--- config.mk ---
export PLATFORM = sky130hd
export DESIGN_NAME = dma_rd_sched
export DESIGN_NICKNAME = d
export VERILOG_FILES = /design/src/rtl/dma_sched_pkg.sv /design/src/rtl/dma_rr_arb.sv /design/src/rtl/dma_rd_sched.sv
export SDC_FILE = /design/constraint.sdc
export NUM_CORES = 1
export LEC_CHECK = 0
export ABC_AREA = 1
export CAP_MARGIN = 20
export CORE_ASPECT_RATIO = 0.6
export CORE_MARGIN = 4
export CORE_UTILIZATION = 25
export CTS_BUF_LIST = sky130_fd_sc_hd__clkbuf_4
export DETAILED_ROUTE_END_ITERATION = 8
export PLACE_DENSITY = 0.64
export SYNTH_ARGS = -nofsm -noshare
export SYNTH_HDL_FRONTEND = slang
export SYNTH_SLANG_ARGS = --single-unit
--- constraint.sdc ---
create_clock -name clk -period 3.2 [get_ports clk]
set_input_delay 0.48 -clock clk [delete_from_list [all_inputs] [get_ports clk]]
set_output_delay 0.48 -clock clk [all_outputs]
set_load 0.1 [all_outputs]
--- src/rtl/dma_sched_pkg.sv ---
// -----------------------------------------------------------------------------
// dma_sched_pkg
// Shared definitions for the DMA read-command scheduler.
//   - sched_state_e : scheduler FSM states (IDLE, ISSUE)
//   - DEF_*         : default parameter values for dma_rd_sched
//   - slice_lsb()   : LSB position of element idx in a packed array of w-bit fields
//   - id_width()    : index width for an N-entry vector (never below 1)
// No ports (package).
// -----------------------------------------------------------------------------
package dma_sched_pkg;

   typedef enum logic {
      IDLE  = 1'b0,
      ISSUE = 1'b1
   } sched_state_e;

   localparam int DEF_NUM_CH   = 8;
   localparam int DEF_ADDR_W   = 32;
   localparam int DEF_LEN_W    = 4;
   localparam int DEF_MAX_OUTS = 4;

   function automatic int slice_lsb(input int idx, input int w);
      return idx * w;
   endfunction

   function automatic int id_width(input int n);
      return (n > 1) ? $clog2(n) : 1;
   endfunction

endpackage

--- src/rtl/dma_rr_arb.sv ---
// -----------------------------------------------------------------------------
// dma_rr_arb
// Combinational round-robin arbiter. The search starts at ptr and wraps; the
// first requesting index at or after ptr wins.
// Ports:
//   req  in  N    request vector
//   ptr  in  IW   search start index
//   gnt  out N    one-hot grant (zero when no request)
//   idx  out IW   index of the granted request
//   any  out 1    at least one request present
// -----------------------------------------------------------------------------
module dma_rr_arb
   import dma_sched_pkg::*;
#(
   parameter int N = DEF_NUM_CH,
   localparam int IW = id_width(N)
) (
   input  logic [N-1:0]  req,
   input  logic [IW-1:0] ptr,
   output logic [N-1:0]  gnt,
   output logic [IW-1:0] idx,
   output logic          any
);

   always_comb begin : search
      logic [IW-1:0] k;
      gnt = '0;
      idx = '0;
      any = 1'b0;
      k   = '0;
      for (int i = 0; i < N; i++) begin
         k = IW'((int'(ptr) + i) % N);
         if (!any && req[k]) begin
            any    = 1'b1;
            gnt[k] = 1'b1;
            idx    = k;
         end
      end
   end

endmodule

--- src/rtl/dma_rd_sched.sv ---
// -----------------------------------------------------------------------------
// dma_rd_sched
// Schedules AXI read-burst commands from NUM_CH DMA channels onto one AR port.
// Round-robin arbitration, at most one burst in flight per channel, and at
// most MAX_OUTS bursts in flight overall.
//
// Optional feature: define DMA_SCHED_PRIO_EN for two-level strict priority
// (eligible ch_prio=1 channels first, round-robin within each level, one
// shared pointer). Without it ch_prio is ignored.
//
// Handshake: ar_valid rises only with a registered command and is held, with
// ar_id/ar_addr/ar_len stable, until the cycle in which ar_ready is high; that
// cycle is the transfer, and ch_gnt[ar_id] is high in exactly that cycle.
//
// Ports:
//   clk, reset              clock, synchronous active-high reset
//   ch_req     in  NUM_CH   level request, held until ch_gnt
//   ch_addr    in  NUM_CH*ADDR_W packed start addresses
//   ch_len     in  NUM_CH*LEN_W  packed ARLEN values
//   ch_prio    in  NUM_CH   high-priority flag (priority build only)
//   ch_gnt     out NUM_CH   one-hot, AR handshake cycle
//   ar_valid/ar_ready/ar_id/ar_addr/ar_len   AXI AR channel 0
//   r_done     in  1        last read beat accepted
//   r_done_id  in  ID_W     RID of that beat
//   ch_busy    out NUM_CH   burst in flight per channel
//   outs_cnt   out          bursts in flight
//   err_unexp  out 1        sticky: completion for a channel not in flight
//   idle       out 1        no request, nothing in flight, FSM idle
// -----------------------------------------------------------------------------
module dma_rd_sched
   import dma_sched_pkg::*;
#(
   parameter int NUM_CH   = DEF_NUM_CH,
   parameter int ADDR_W   = DEF_ADDR_W,
   parameter int LEN_W    = DEF_LEN_W,
   parameter int MAX_OUTS = DEF_MAX_OUTS,
   localparam int ID_W    = id_width(NUM_CH),
   localparam int CNT_W   = $clog2(MAX_OUTS + 1)
) (
   input  logic                     clk,
   input  logic                     reset,
   input  logic [NUM_CH-1:0]        ch_req,
   input  logic [NUM_CH*ADDR_W-1:0] ch_addr,
   input  logic [NUM_CH*LEN_W-1:0]  ch_len,
   input  logic [NUM_CH-1:0]        ch_prio,
   output logic [NUM_CH-1:0]        ch_gnt,
   output logic                     ar_valid,
   input  logic                     ar_ready,
   output logic [ID_W-1:0]          ar_id,
   output logic [ADDR_W-1:0]        ar_addr,
   output logic [LEN_W-1:0]         ar_len,
   input  logic                     r_done,
   input  logic [ID_W-1:0]          r_done_id,
   output logic [NUM_CH-1:0]        ch_busy,
   output logic [CNT_W-1:0]         outs_cnt,
   output logic                     err_unexp,
   output logic                     idle
);

   sched_state_e        state_q, state_n;
   logic [ID_W-1:0]     rr_ptr;
   logic [NUM_CH-1:0]   elig;
   logic                can_sel;
   logic                sel_any;
   logic [ID_W-1:0]     sel_idx;
   logic [NUM_CH-1:0]   sel_gnt;
   logic [ADDR_W-1:0]   sel_addr;
   logic [LEN_W-1:0]    sel_len;
   logic                load;
   logic                hs;
   logic                done_hit;
   logic [NUM_CH-1:0]   busy_n;
   logic [CNT_W-1:0]    cnt_n;
   logic                err_n;

   assign can_sel = (outs_cnt < CNT_W'(MAX_OUTS));
   assign elig    = can_sel ? (ch_req & ~ch_busy) : '0;

`ifdef DMA_SCHED_PRIO_EN
   logic [NUM_CH-1:0] hi_gnt, lo_gnt;
   logic [ID_W-1:0]   hi_idx, lo_idx;
   logic              hi_any, lo_any;

   dma_rr_arb #(.N(NUM_CH)) u_arb_hi (
      .req (elig & ch_prio),
      .ptr (rr_ptr),
      .gnt (hi_gnt),
      .idx (hi_idx),
      .any (hi_any)
   );

   dma_rr_arb #(.N(NUM_CH)) u_arb_lo (
      .req (elig & ~ch_prio),
      .ptr (rr_ptr),
      .gnt (lo_gnt),
      .idx (lo_idx),
      .any (lo_any)
   );

   // Any eligible high-priority channel shadows the whole low level.
   assign sel_any = hi_any | lo_any;
   assign sel_idx = hi_any ? hi_idx : lo_idx;
   assign sel_gnt = hi_any ? hi_gnt : lo_gnt;
`else
   logic unused_prio;
   assign unused_prio = ^ch_prio;

   dma_rr_arb #(.N(NUM_CH)) u_arb (
      .req (elig),
      .ptr (rr_ptr),
      .gnt (sel_gnt),
      .idx (sel_idx),
      .any (sel_any)
   );
`endif

   // AND-OR payload mux driven by the one-hot grant.
   always_comb begin
      sel_addr = '0;
      sel_len  = '0;
      for (int i = 0; i < NUM_CH; i++) begin
         if (sel_gnt[i]) begin
            sel_addr = sel_addr | ch_addr[slice_lsb(i, ADDR_W) +: ADDR_W];
            sel_len  = sel_len  | ch_len[slice_lsb(i, LEN_W) +: LEN_W];
         end
      end
   end

   assign ar_valid = (state_q == ISSUE);
   assign hs       = ar_valid & ar_ready;

   always_comb begin
      ch_gnt = '0;
      if (hs) ch_gnt[ar_id] = 1'b1;
   end

   // FSM next state
   always_comb begin
      state_n = state_q;
      load    = 1'b0;
      case (state_q)
         IDLE: begin
            if (sel_any) begin
               load    = 1'b1;
               state_n = ISSUE;
            end
         end
         ISSUE: begin
            if (ar_ready) state_n = IDLE;
         end
         default: state_n = IDLE;
      endcase
   end

   // In-flight bookkeeping. The handshake set is applied after the completion
   // clear so that a same-id collision leaves the channel busy.
   assign done_hit = r_done & ch_busy[r_done_id];

   always_comb begin
      busy_n = ch_busy;
      cnt_n  = outs_cnt;
      err_n  = err_unexp;
      if (done_hit) busy_n[r_done_id] = 1'b0;
      if (r_done && !ch_busy[r_done_id]) err_n = 1'b1;
      if (hs) busy_n[ar_id] = 1'b1;
      if (hs && !done_hit)      cnt_n = outs_cnt + 1'b1;
      else if (!hs && done_hit) cnt_n = outs_cnt - 1'b1;
   end

   always_ff @(posedge clk) begin
      if (reset) begin
         state_q   <= IDLE;
         ar_id     <= '0;
         ar_addr   <= '0;
         ar_len    <= '0;
         rr_ptr    <= '0;
         ch_busy   <= '0;
         outs_cnt  <= '0;
         err_unexp <= 1'b0;
      end else begin
         state_q   <= state_n;
         ch_busy   <= busy_n;
         outs_cnt  <= cnt_n;
         err_unexp <= err_n;
         if (load) begin
            ar_id   <= sel_idx;
            ar_addr <= sel_addr;
            ar_len  <= sel_len;
         end
         if (hs) begin
            rr_ptr <= (ar_id == ID_W'(NUM_CH - 1)) ? '0 : ar_id + 1'b1;
         end
      end
   end

   assign idle = (ch_req == '0) && (outs_cnt == '0) && (state_q == IDLE);

endmodule
Word-level counts from Yosys, hierarchy flattened
Index checks and enable logic that the tools add are counted.
{"block": "word_totals", "ff_bits": 55, "in_bits": 311, "out_inout_bits": 61, "elab_cells": 193}
{"block": "op_classes", "add_sub_neg": 10, "order_cmp": 21, "eq_ne": 1, "n_mux": 89, "bitwise": 29, "reduce_logical": 35}
{"cell": "32-bit two-way mux", "count": 8}
{"cell": "32-bit OR", "count": 7}
{"cell": "8-bit two-way mux", "count": 12}
{"cell": "8-bit OR", "count": 8}
{"cell": "3-bit by 4-bit less-than comparator with 1-bit output (second input constant)", "count": 10}
{"cell": "3-bit two-way mux", "count": 11}
{"cell": "4-bit two-way mux", "count": 8}
{"cell": "1-bit demux with 3-bit select", "count": 10}
{"cell": "3-bit by 1-bit greater-or-equal comparator with 1-bit output (second input constant)", "count": 10}
{"cell": "1-bit two-way mux", "count": 30}
{"cell": "4-bit OR", "count": 7}
{"cell": "1-bit binary-select mux with 3-bit select", "count": 9}
{"cell": "1-bit logical AND", "count": 22}
{"cell": "8-bit bitwise AND", "count": 2}
{"cell": "8-bit inverter", "count": 2}
{"cell": "3-bit adder (second input constant)", "count": 4}
{"cell": "1-bit logical NOT", "count": 10}
{"cell": "3-bit by 1-bit adder with 3-bit output (second input constant)", "count": 3}
{"cell": "8-bit logical NOT", "count": 1}
{"cell": "3-bit by 2-bit adder with 3-bit output (second input constant)", "count": 2}
{"cell": "3-bit == test (second input constant)", "count": 1}
{"cell": "3-bit logical NOT", "count": 1}
{"cell": "3-bit less-than comparator (second input constant)", "count": 1}
{"cell": "3-bit by 1-bit subtractor with 3-bit output (second input constant)", "count": 1}
{"cell": "other kinds (4)", "count": 5}

Logic depth before layout (Yosys ltp)
Gate-level depths: netlist (run 1).
{"block": "depth", "depth_word": 42, "ltp_mapped": 23, "ltp_nobuf": 19}

By module
From an unflattened synthesis (run 1), not the netlist that was laid out.
{"block": "hier_totals", "hier_cells": 974, "area_unflattened_um2": 5710.5}
{"mod": "dma_rd_sched", "n_inst": 1, "cells_each": 667, "area_each_um2": 4164.0, "seq_area_each_um2": 1101.1}
{"mod": "dma_rr_arb", "n_inst": 1, "cells_each": 307, "area_each_um2": 1546.5, "seq_area_each_um2": 0.0}

Worst setup path after synthesis (run 1)
No wires, ideal clock.
{"block": "synth_path", "path_kind": "reg2out", "startpoint": "reg state_q, in the netlist ar_valid", "endpoint": "out ch_gnt[4]", "arrival_ns": 2.808, "required_ns": 2.720, "setup_slack_ns": -0.088, "path_stages_with_launch": 5, "path_buffers": 0, "cell_sequence": "dfxtp_1 -> nand2_1 -> nor2_1 -> inv_1 -> nor2_1"}
{"block": "synth_between", "elab_chain_len": 2}
{"element": "start: declaration", "line_no": "dma_rd_sched.sv:60", "text": "sched_state_e state_q, state_n;"}
{"element": "start signal: assignment", "line_no": "dma_rd_sched.sv:181", "text": "state_q <= state_n;"}
{"element": "1-bit bitwise AND", "line_no": "dma_rd_sched.sv:130", "text": "assign hs = ar_valid & ar_ready;"}
{"element": "8-bit two-way mux", "line_no": "dma_rd_sched.sv:134", "text": "if (hs) ch_gnt[ar_id] = 1'b1;"}
{"element": "end: declaration", "line_no": "dma_rd_sched.sv:46", "text": "output logic [NUM_CH-1:0] ch_gnt,"}
Every way passes these cells.

Final worst setup path (run 1)
{"block": "layout_path", "startpoint": "reg rr_ptr[0]", "endpoint": "reg ar_addr[28]"}
{"block": "layout_between", "elab_chain_len": 39, "word_cells_on_any_way": 117, "cone_classes": "add/sub (7); order compare (16); mux (58); bitwise (14); reduce/logical (22)"}
{"element": "start: declaration", "line_no": "dma_rd_sched.sv:61", "text": "logic [ID_W-1:0] rr_ptr;"}
{"element": "start signal: assignment", "line_no": "dma_rd_sched.sv:191", "text": "rr_ptr <= (ar_id == ID_W'(NUM_CH - 1)) ? '0 : ar_id + 1'b1;"}
{"element": "parallel branches: the longest is 39 deep, another holds 3-bit by 4-bit less-than comparator with 1-bit output"}
{"element": "end signal: assignment", "line_no": "dma_rd_sched.sv:187", "text": "ar_addr <= sel_addr;"}
{"element": "end: declaration", "line_no": "dma_rd_sched.sv:50", "text": "output logic [ADDR_W-1:0] ar_addr,"}
Several ways; the timed one is not identified. The select of a mux whose other input is x is not followed.
A chain may end at the register's enable or synchronous reset.

==> results of run 1 <==
==> cell families after synthesis <==
logic type | after synthesis | share of synthesized area, %
AO/OA/AOI/OAI | 87 | 7.57
buffers and inverters | 186 | 13.7
flip-flops | 55 | 17.8
XOR/XNOR | 1 | 0.141
adder cells (fa/ha/maj) | 10 | 2.14
AND/OR/NAND/NOR | 850 | 58.7
==> cell usage in the layout (no fill, tap or decap), drive strengths merged <==
cell type	instances
clkbuf	5
fa	1
nand3b	1
clkdlybuf4s50	305
or2	2
buf	116
a21oi	53
o21a	1
o22ai	3
nor3	20
ha	9
dfxtp	55
clkinv	2
o21ai	21
o221ai	1
a31oi	3
nor4	2
o21bai	2
nand4	10
nand2	434
inv	140
nand3	122
o2111ai	2
o32ai	1
diode	1
nor2	259
xor2	1
==> where the power goes <==
part	internal, mW	switching, mW
registers	0.805	0.0826
clock network	0.0965	0.299
logic	1.20	2.26
total	2.10	2.64
==> timing repair <==
item / CTS / global route
gates cloned: 0 / 0
resized for setup: 1 / 14
pin swaps: 0 / 2
buffers inserted: 0 / 1
setup endpoints to repair: 1 / 33
==> state kept, by name (all words and copies together), names as in the netlist <==
name	cells
ar_len	4
ar_addr	32
ar_id	3
err_unexp	1
rr_ptr	3
ar_valid	1
outs_cnt	3
ch_busy	8
==> synth_stat cells, drive strengths merged, types with 3 or more instances <==
master | instances | share of area [%]
a31oi | 3 | 0.30
nor3 | 20 | 1.6
nor2 | 259 | 17
inv | 139 | 8.5
a21oi | 53 | 4.3
clkbuf | 13 | 0.79
buf | 34 | 4.5
nand2 | 434 | 27
nand4 | 10 | 1.4
o22ai | 3 | 0.30
dfxtp | 55 | 18
ha | 9 | 1.8
o21ai | 21 | 1.7
nand3 | 122 | 12
==> critical path, stage by stage, from the launching register on <==
cell and delay [ns]:
dfxtp_2 0.41, inv_2 0.05, ha_2 0.36, buf_6 0.18, nand3_1 0.11, nand2_2 0.14, nor2_4 0.05, nor2_4 0.15
nand4_1 0.17, nor2_4 0.24, nand2_1 0.12, inv_2 0.12, nand2_1 0.10, nand3_4 0.12, buf_12 0.14, buf_12 0.15
nand2_1 0.06, nand2_1 0.06, nor2_1 0.04, nand3_1 0.10, nand2_1 0.05, inv_1 0.04
==> area by class of cell <==
| class | count | area, um2 | share of cell area (%) |
|---|---|---|---|
| Tap cell | 322 | 403 | 3.82 |
| Sequential cell | 55 | 1100 | 10.5 |
| Inverter | 139 | 527 | 4.99 |
| Clock buffer | 5 | 37.5 | 0.356 |
| Clock inverter | 3 | 33.8 | 0.320 |
| Timing Repair Buffer | 421 | 4160 | 39.4 |
| Antenna cell | 1 | 2.50 | 0.0237 |
| Multi-Input combinational cell | 948 | 4290 | 40.6 |
==> final timing paths <==
path | from | endpoint | slack (ns) | cells after the start
max | rr_ptr[0] | ar_addr[28] | 0.18 | 21
min | reset | outs_cnt[0] | 0.43 | 2
max reg2reg | rr_ptr[0] | ar_addr[28] | 0.18 | 21
min reg2reg | err_unexp | err_unexp | 0.51 | 1
==> routing by layer <==
| layer | track usage, % | vias up | wire length [um] |
|---|---|---|---|
| met5 | 0 | - | 13 |
| met4 | 4.88 | 2 | 538 |
| met3 | 4.83 | 34 | 2920 |
| met2 | 33.1 | 403 | 13800 |
| met1 | 30.5 | 3889 | 14300 |
| li1 | - | 4447 | - |
==> per-stage QoR <==
stage	setup TNS [ns]	cells	hold WS, ns	power (mW)
floorplan	-0.525	1189	0.588	3.05
global placement	-0.0385	1884	0.455	4.31
detailed placement	-0.156	1884	0.462	4.32
CTS	0	1892	0.405	4.74
global route	-0.179	1894	0.423	5.06
finish	0	1894	0.429	4.74
==> flow_summary.toml, run 1 <==
[run_status]
status = "completed"

[clocking]
clock_tree.buffer_depth = 2
cts-htree-levels = 2
path_clk_slew_ns = 0.22
cts-root-buf = "clkbuf_4"
cts_tree = "built"
holdBufCountCts = 0
clock_latency_ns = 0.48
cts_sinks = 55
cts_buffers = 5

[yosys]
async_flop_share_pct = 0
ys_seq_elements = 55
synth_cell_types = 39
synth_flop_cell = "dfxtp_1"
syn_area_um2 = 6200
ys_warn_count = 0
syn-num-nets = 1510
ys_seq_area_share_pct = 17.8
syn_area_per_cell_um2 = 5.22
synth-edff-count = 0
synthCells = 1189

[power_and_ir_drop]
peakVddDrop_uv = 173
p_leak_nw = 5.30
p_per_area_nw_per_um2 = 449

[routing]
drc = 0
routedWlPerCell_um = 16.6
ant_nets = 0
vias = 8775
avgViaCountPerCell = 4.63
routed_wl_um = 31500
drtIter0Drc = 747
drt_first_pass_iters = 5

[sta]
slew-limit-headroom_pct = 33.7
period_needed_ns = 3.02
clock_skew_ns = 0.0261
finalCritPeriodShare_pct = 94.5
hold_viol = 0
setup_viol = 0
slew_viol_final = 0
fmax_mhz = 331
setup_ws_ns = 0.176
tightest_slew_ns = 0.991

[die]
dieWidth_um = 211
core_area_um2 = 24300
ioPinCount = 372
initial_utilization_pct = 25.5
die_area_um2 = 27500
die_y_um = 130
rows = 44

[placement]
dpl_cell_area_um2 = 10400
place_ws_ns = -0.0420
port_buffers = 363
gp_congestion = 0.943
hpwl_um = 25500

[global_routing]
grt_pass1_vias = 7922
antenna_found_initial = 2
grt_util_all_layers_pct = 21.4
grt_pass1_wl_um = 45700
grt.overflow.total = 0
grt_max_degree = 26

[flow_run]
cap_violations = 0

[hold_path]
hp-class = "input pin to register"

[setup_path]
worst-endpoint-arrival_ns = 3.45
start_kind = "register"
critPathCaptureType = "register"
required_ns = 3.62
path_max_fanout = 15
critical_path_class = "register to register"

[final_layout]
nets = 1891
post-route-util_pct = 43.5
drive_gt1_share_pct = 11.9
syn2layout_area_growth_pct = 70.1
fin_area_um2 = 10600
fillers = 2554
Note: power is estimated with default switching activity, not from simulation.
==> inputs of run 2 (changes only) <==
PLACE_DENSITY = unset   (was 0.64)
PLACE_DENSITY_LB_ADDON = 0.08   (was unset)
==> flow_summary.toml, run 2 (synthesis results as in run 1) <==
[routing]
routedWlPerCell_um = 17.8
drc = 0
ant_nets = 0
vias = 8555
drt_first_pass_iters = 5
drtIter0Drc = 549
avgViaCountPerCell = 4.46
routed_wl_um = 34100

[power_and_ir_drop]
p_total_mw = 4.90
p_leak_nw = 5.45
p_per_area_nw_per_um2 = 455
peakVddDrop_uv = 216

[final_layout]
nets = 1915
seqCellArea_um2 = 1110
final_cell_mix = "427 x nand2_1, 302 x clkdlybuf4s50_1, 234 x nor2_1"
post-route-util_pct = 44.3
fillers = 2612
largest_reg_flops = 32
syn2layout_area_growth_pct = 73.4
regMostFlops = "ar_addr"
drive_gt1_share_pct = 13.7
final_common_cell = "nand2_1"
multiInputGateArea_um2 = 4310
top_regs = "ar_addr: 32 flops, ch_busy: 8 flops, ar_len: 4 flops"

[hold_path]
hp-class = "input pin to register"

[die]
dieWidth_um = 211
rows = 44
initial_utilization_pct = 25.5
core_area_um2 = 24300
die_y_um = 130
ioPinCount = 372
die_area_um2 = 27500

[sta]
tightest_slew_ns = 0.974
period_needed_ns = 3.04
setup_viol = 0
finalCritPeriodShare_pct = 95.1
hold_viol = 0
slew-limit-headroom_pct = 34.8
hold_slack_ns = 0.401
slew_viol_final = 0
clock_skew_ns = 0.0344
rsz0062_at_grt = "false"
fmax_mhz = 329

[flow_run]
cap_violations = 0

[global_routing]
antenna_found_initial = 2
grt_pass1_wl_um = 48300
grt_pass1_vias = 7995
grt.overflow.total = 0
grt_max_degree = 48
grt_util_all_layers_pct = 22.8

[setup_path]
worstPathCellList = "buf_6 -> ha_1 -> or2_4 -> nand2_8 -> inv_4 -> nand3_2 -> nand2_4 -> buf_4 -> nand2_4 -> o21ai_0 -> nor2_1 -> nand3_1 -> nor2_2 -> nand3_4 -> buf_12 -> nand2_1 -> nand2_1 -> nor2_4 -> buf_4 -> nand3_1 -> nand2_1 -> inv_1"
critical_path_class = "register to register"
start_kind = "register"
crit_family = "simple AND/OR/NAND/NOR gates"
slowest_stage = "dfxtp_2"
path_buf_inv = 6
worst-endpoint-arrival_ns = 3.43
critPathCaptureType = "register"
critPathMostFrequentCell = "nand2_1"
required_ns = 3.58
r2r_slack_ns = 0.16
slowest_delay_ns = 0.39
path_max_fanout = 10

[clocking]
holdBufCountCts = 0
clock_tree.buffer_depth = 2
cts-htree-levels = 2
clock_latency_ns = 0.47
cts_sinks = 55
cts_tree = "built"
cts-root-buf = "clkbuf_4"
path_clk_slew_ns = 0.21
cts_buffers = 5

[run_status]
status = "completed"

[placement]
hpwl_um = 27500
port_buffers = 363
gp_congestion = 0.892
run 2: changes by cell type in the layout (fill, tap and decap cells not counted), sizes merged:
| cell | before | now |
|---|---|---|
| diode | 1 | 2 |
| clkdlybuf4s50 | 305 | 302 |
| clkbuf | 5 | 7 |
| buf | 116 | 141 |
run 2: metal layers:
layer	vias to the layer above	share of wire (%)	GRT usage [%]
li1	4495	-	-
met1	3765	48	33.1
met2	275	45	36.2
met3	18	6.6	4.73
met4	2	0.90	2.84
met5	-	0.035	0
run 2: final timing paths:
kind	end	startpoint	cells past startpoint
setup reg to reg	ar_addr[15]	rr_ptr[0]	22
hold / removal	err_unexp	reset	3
setup / recovery	ar_addr[15]	rr_ptr[0]	22
hold reg to reg	err_unexp	err_unexp	1
run 2: report_power, final:
part           internal [mW]  switching, mW  total, mW
combinational           1.26           2.33       3.59
clock                 0.0971          0.317      0.414
sequential             0.805         0.0881      0.893
total                   2.17           2.73       4.90
run 2: cell type report:
| type | instances | area share (%) |
|---|---|---|
| multi-input combinational | 948 | 40.1 |
| timing repair buffer | 445 | 40.3 |
| clock inverter | 3 | 0.314 |
| clock buffer | 5 | 0.349 |
| tap | 322 | 3.75 |
| inverter | 139 | 4.87 |
| sequential | 55 | 10.3 |
| antenna | 2 | 0.0465 |
run 2: through the flow:
step                      instances  setup TNS, ns  setup WS (ns)  instance area, um2
after floorplan                1189         -0.525        -0.0883                6210
after global placement         1899         -0.423         -0.183               10500
after detailed placement       1899         -0.378         -0.175               10500
after CTS                      1907              0         0.0550               10600
after global routing           1918              0        0.00133               10800
final                          1919              0          0.156               10800
run 2: tightest hold or removal path, stage by stage:
cell and delay [ns]:
buf_2 0.09, inv_1 0.12, o21a_1 0.14
run 2: what timing repair did:
| item | 4_1_cts | 5_1_grt |
|---|---|---|
| pin swaps | 0 | 7 |
| setup endpoints to repair | 4 | 38 |
| resized for setup | 3 | 18 |
| gates cloned | 0 | 2 |
| buffers inserted | 0 | 8 |
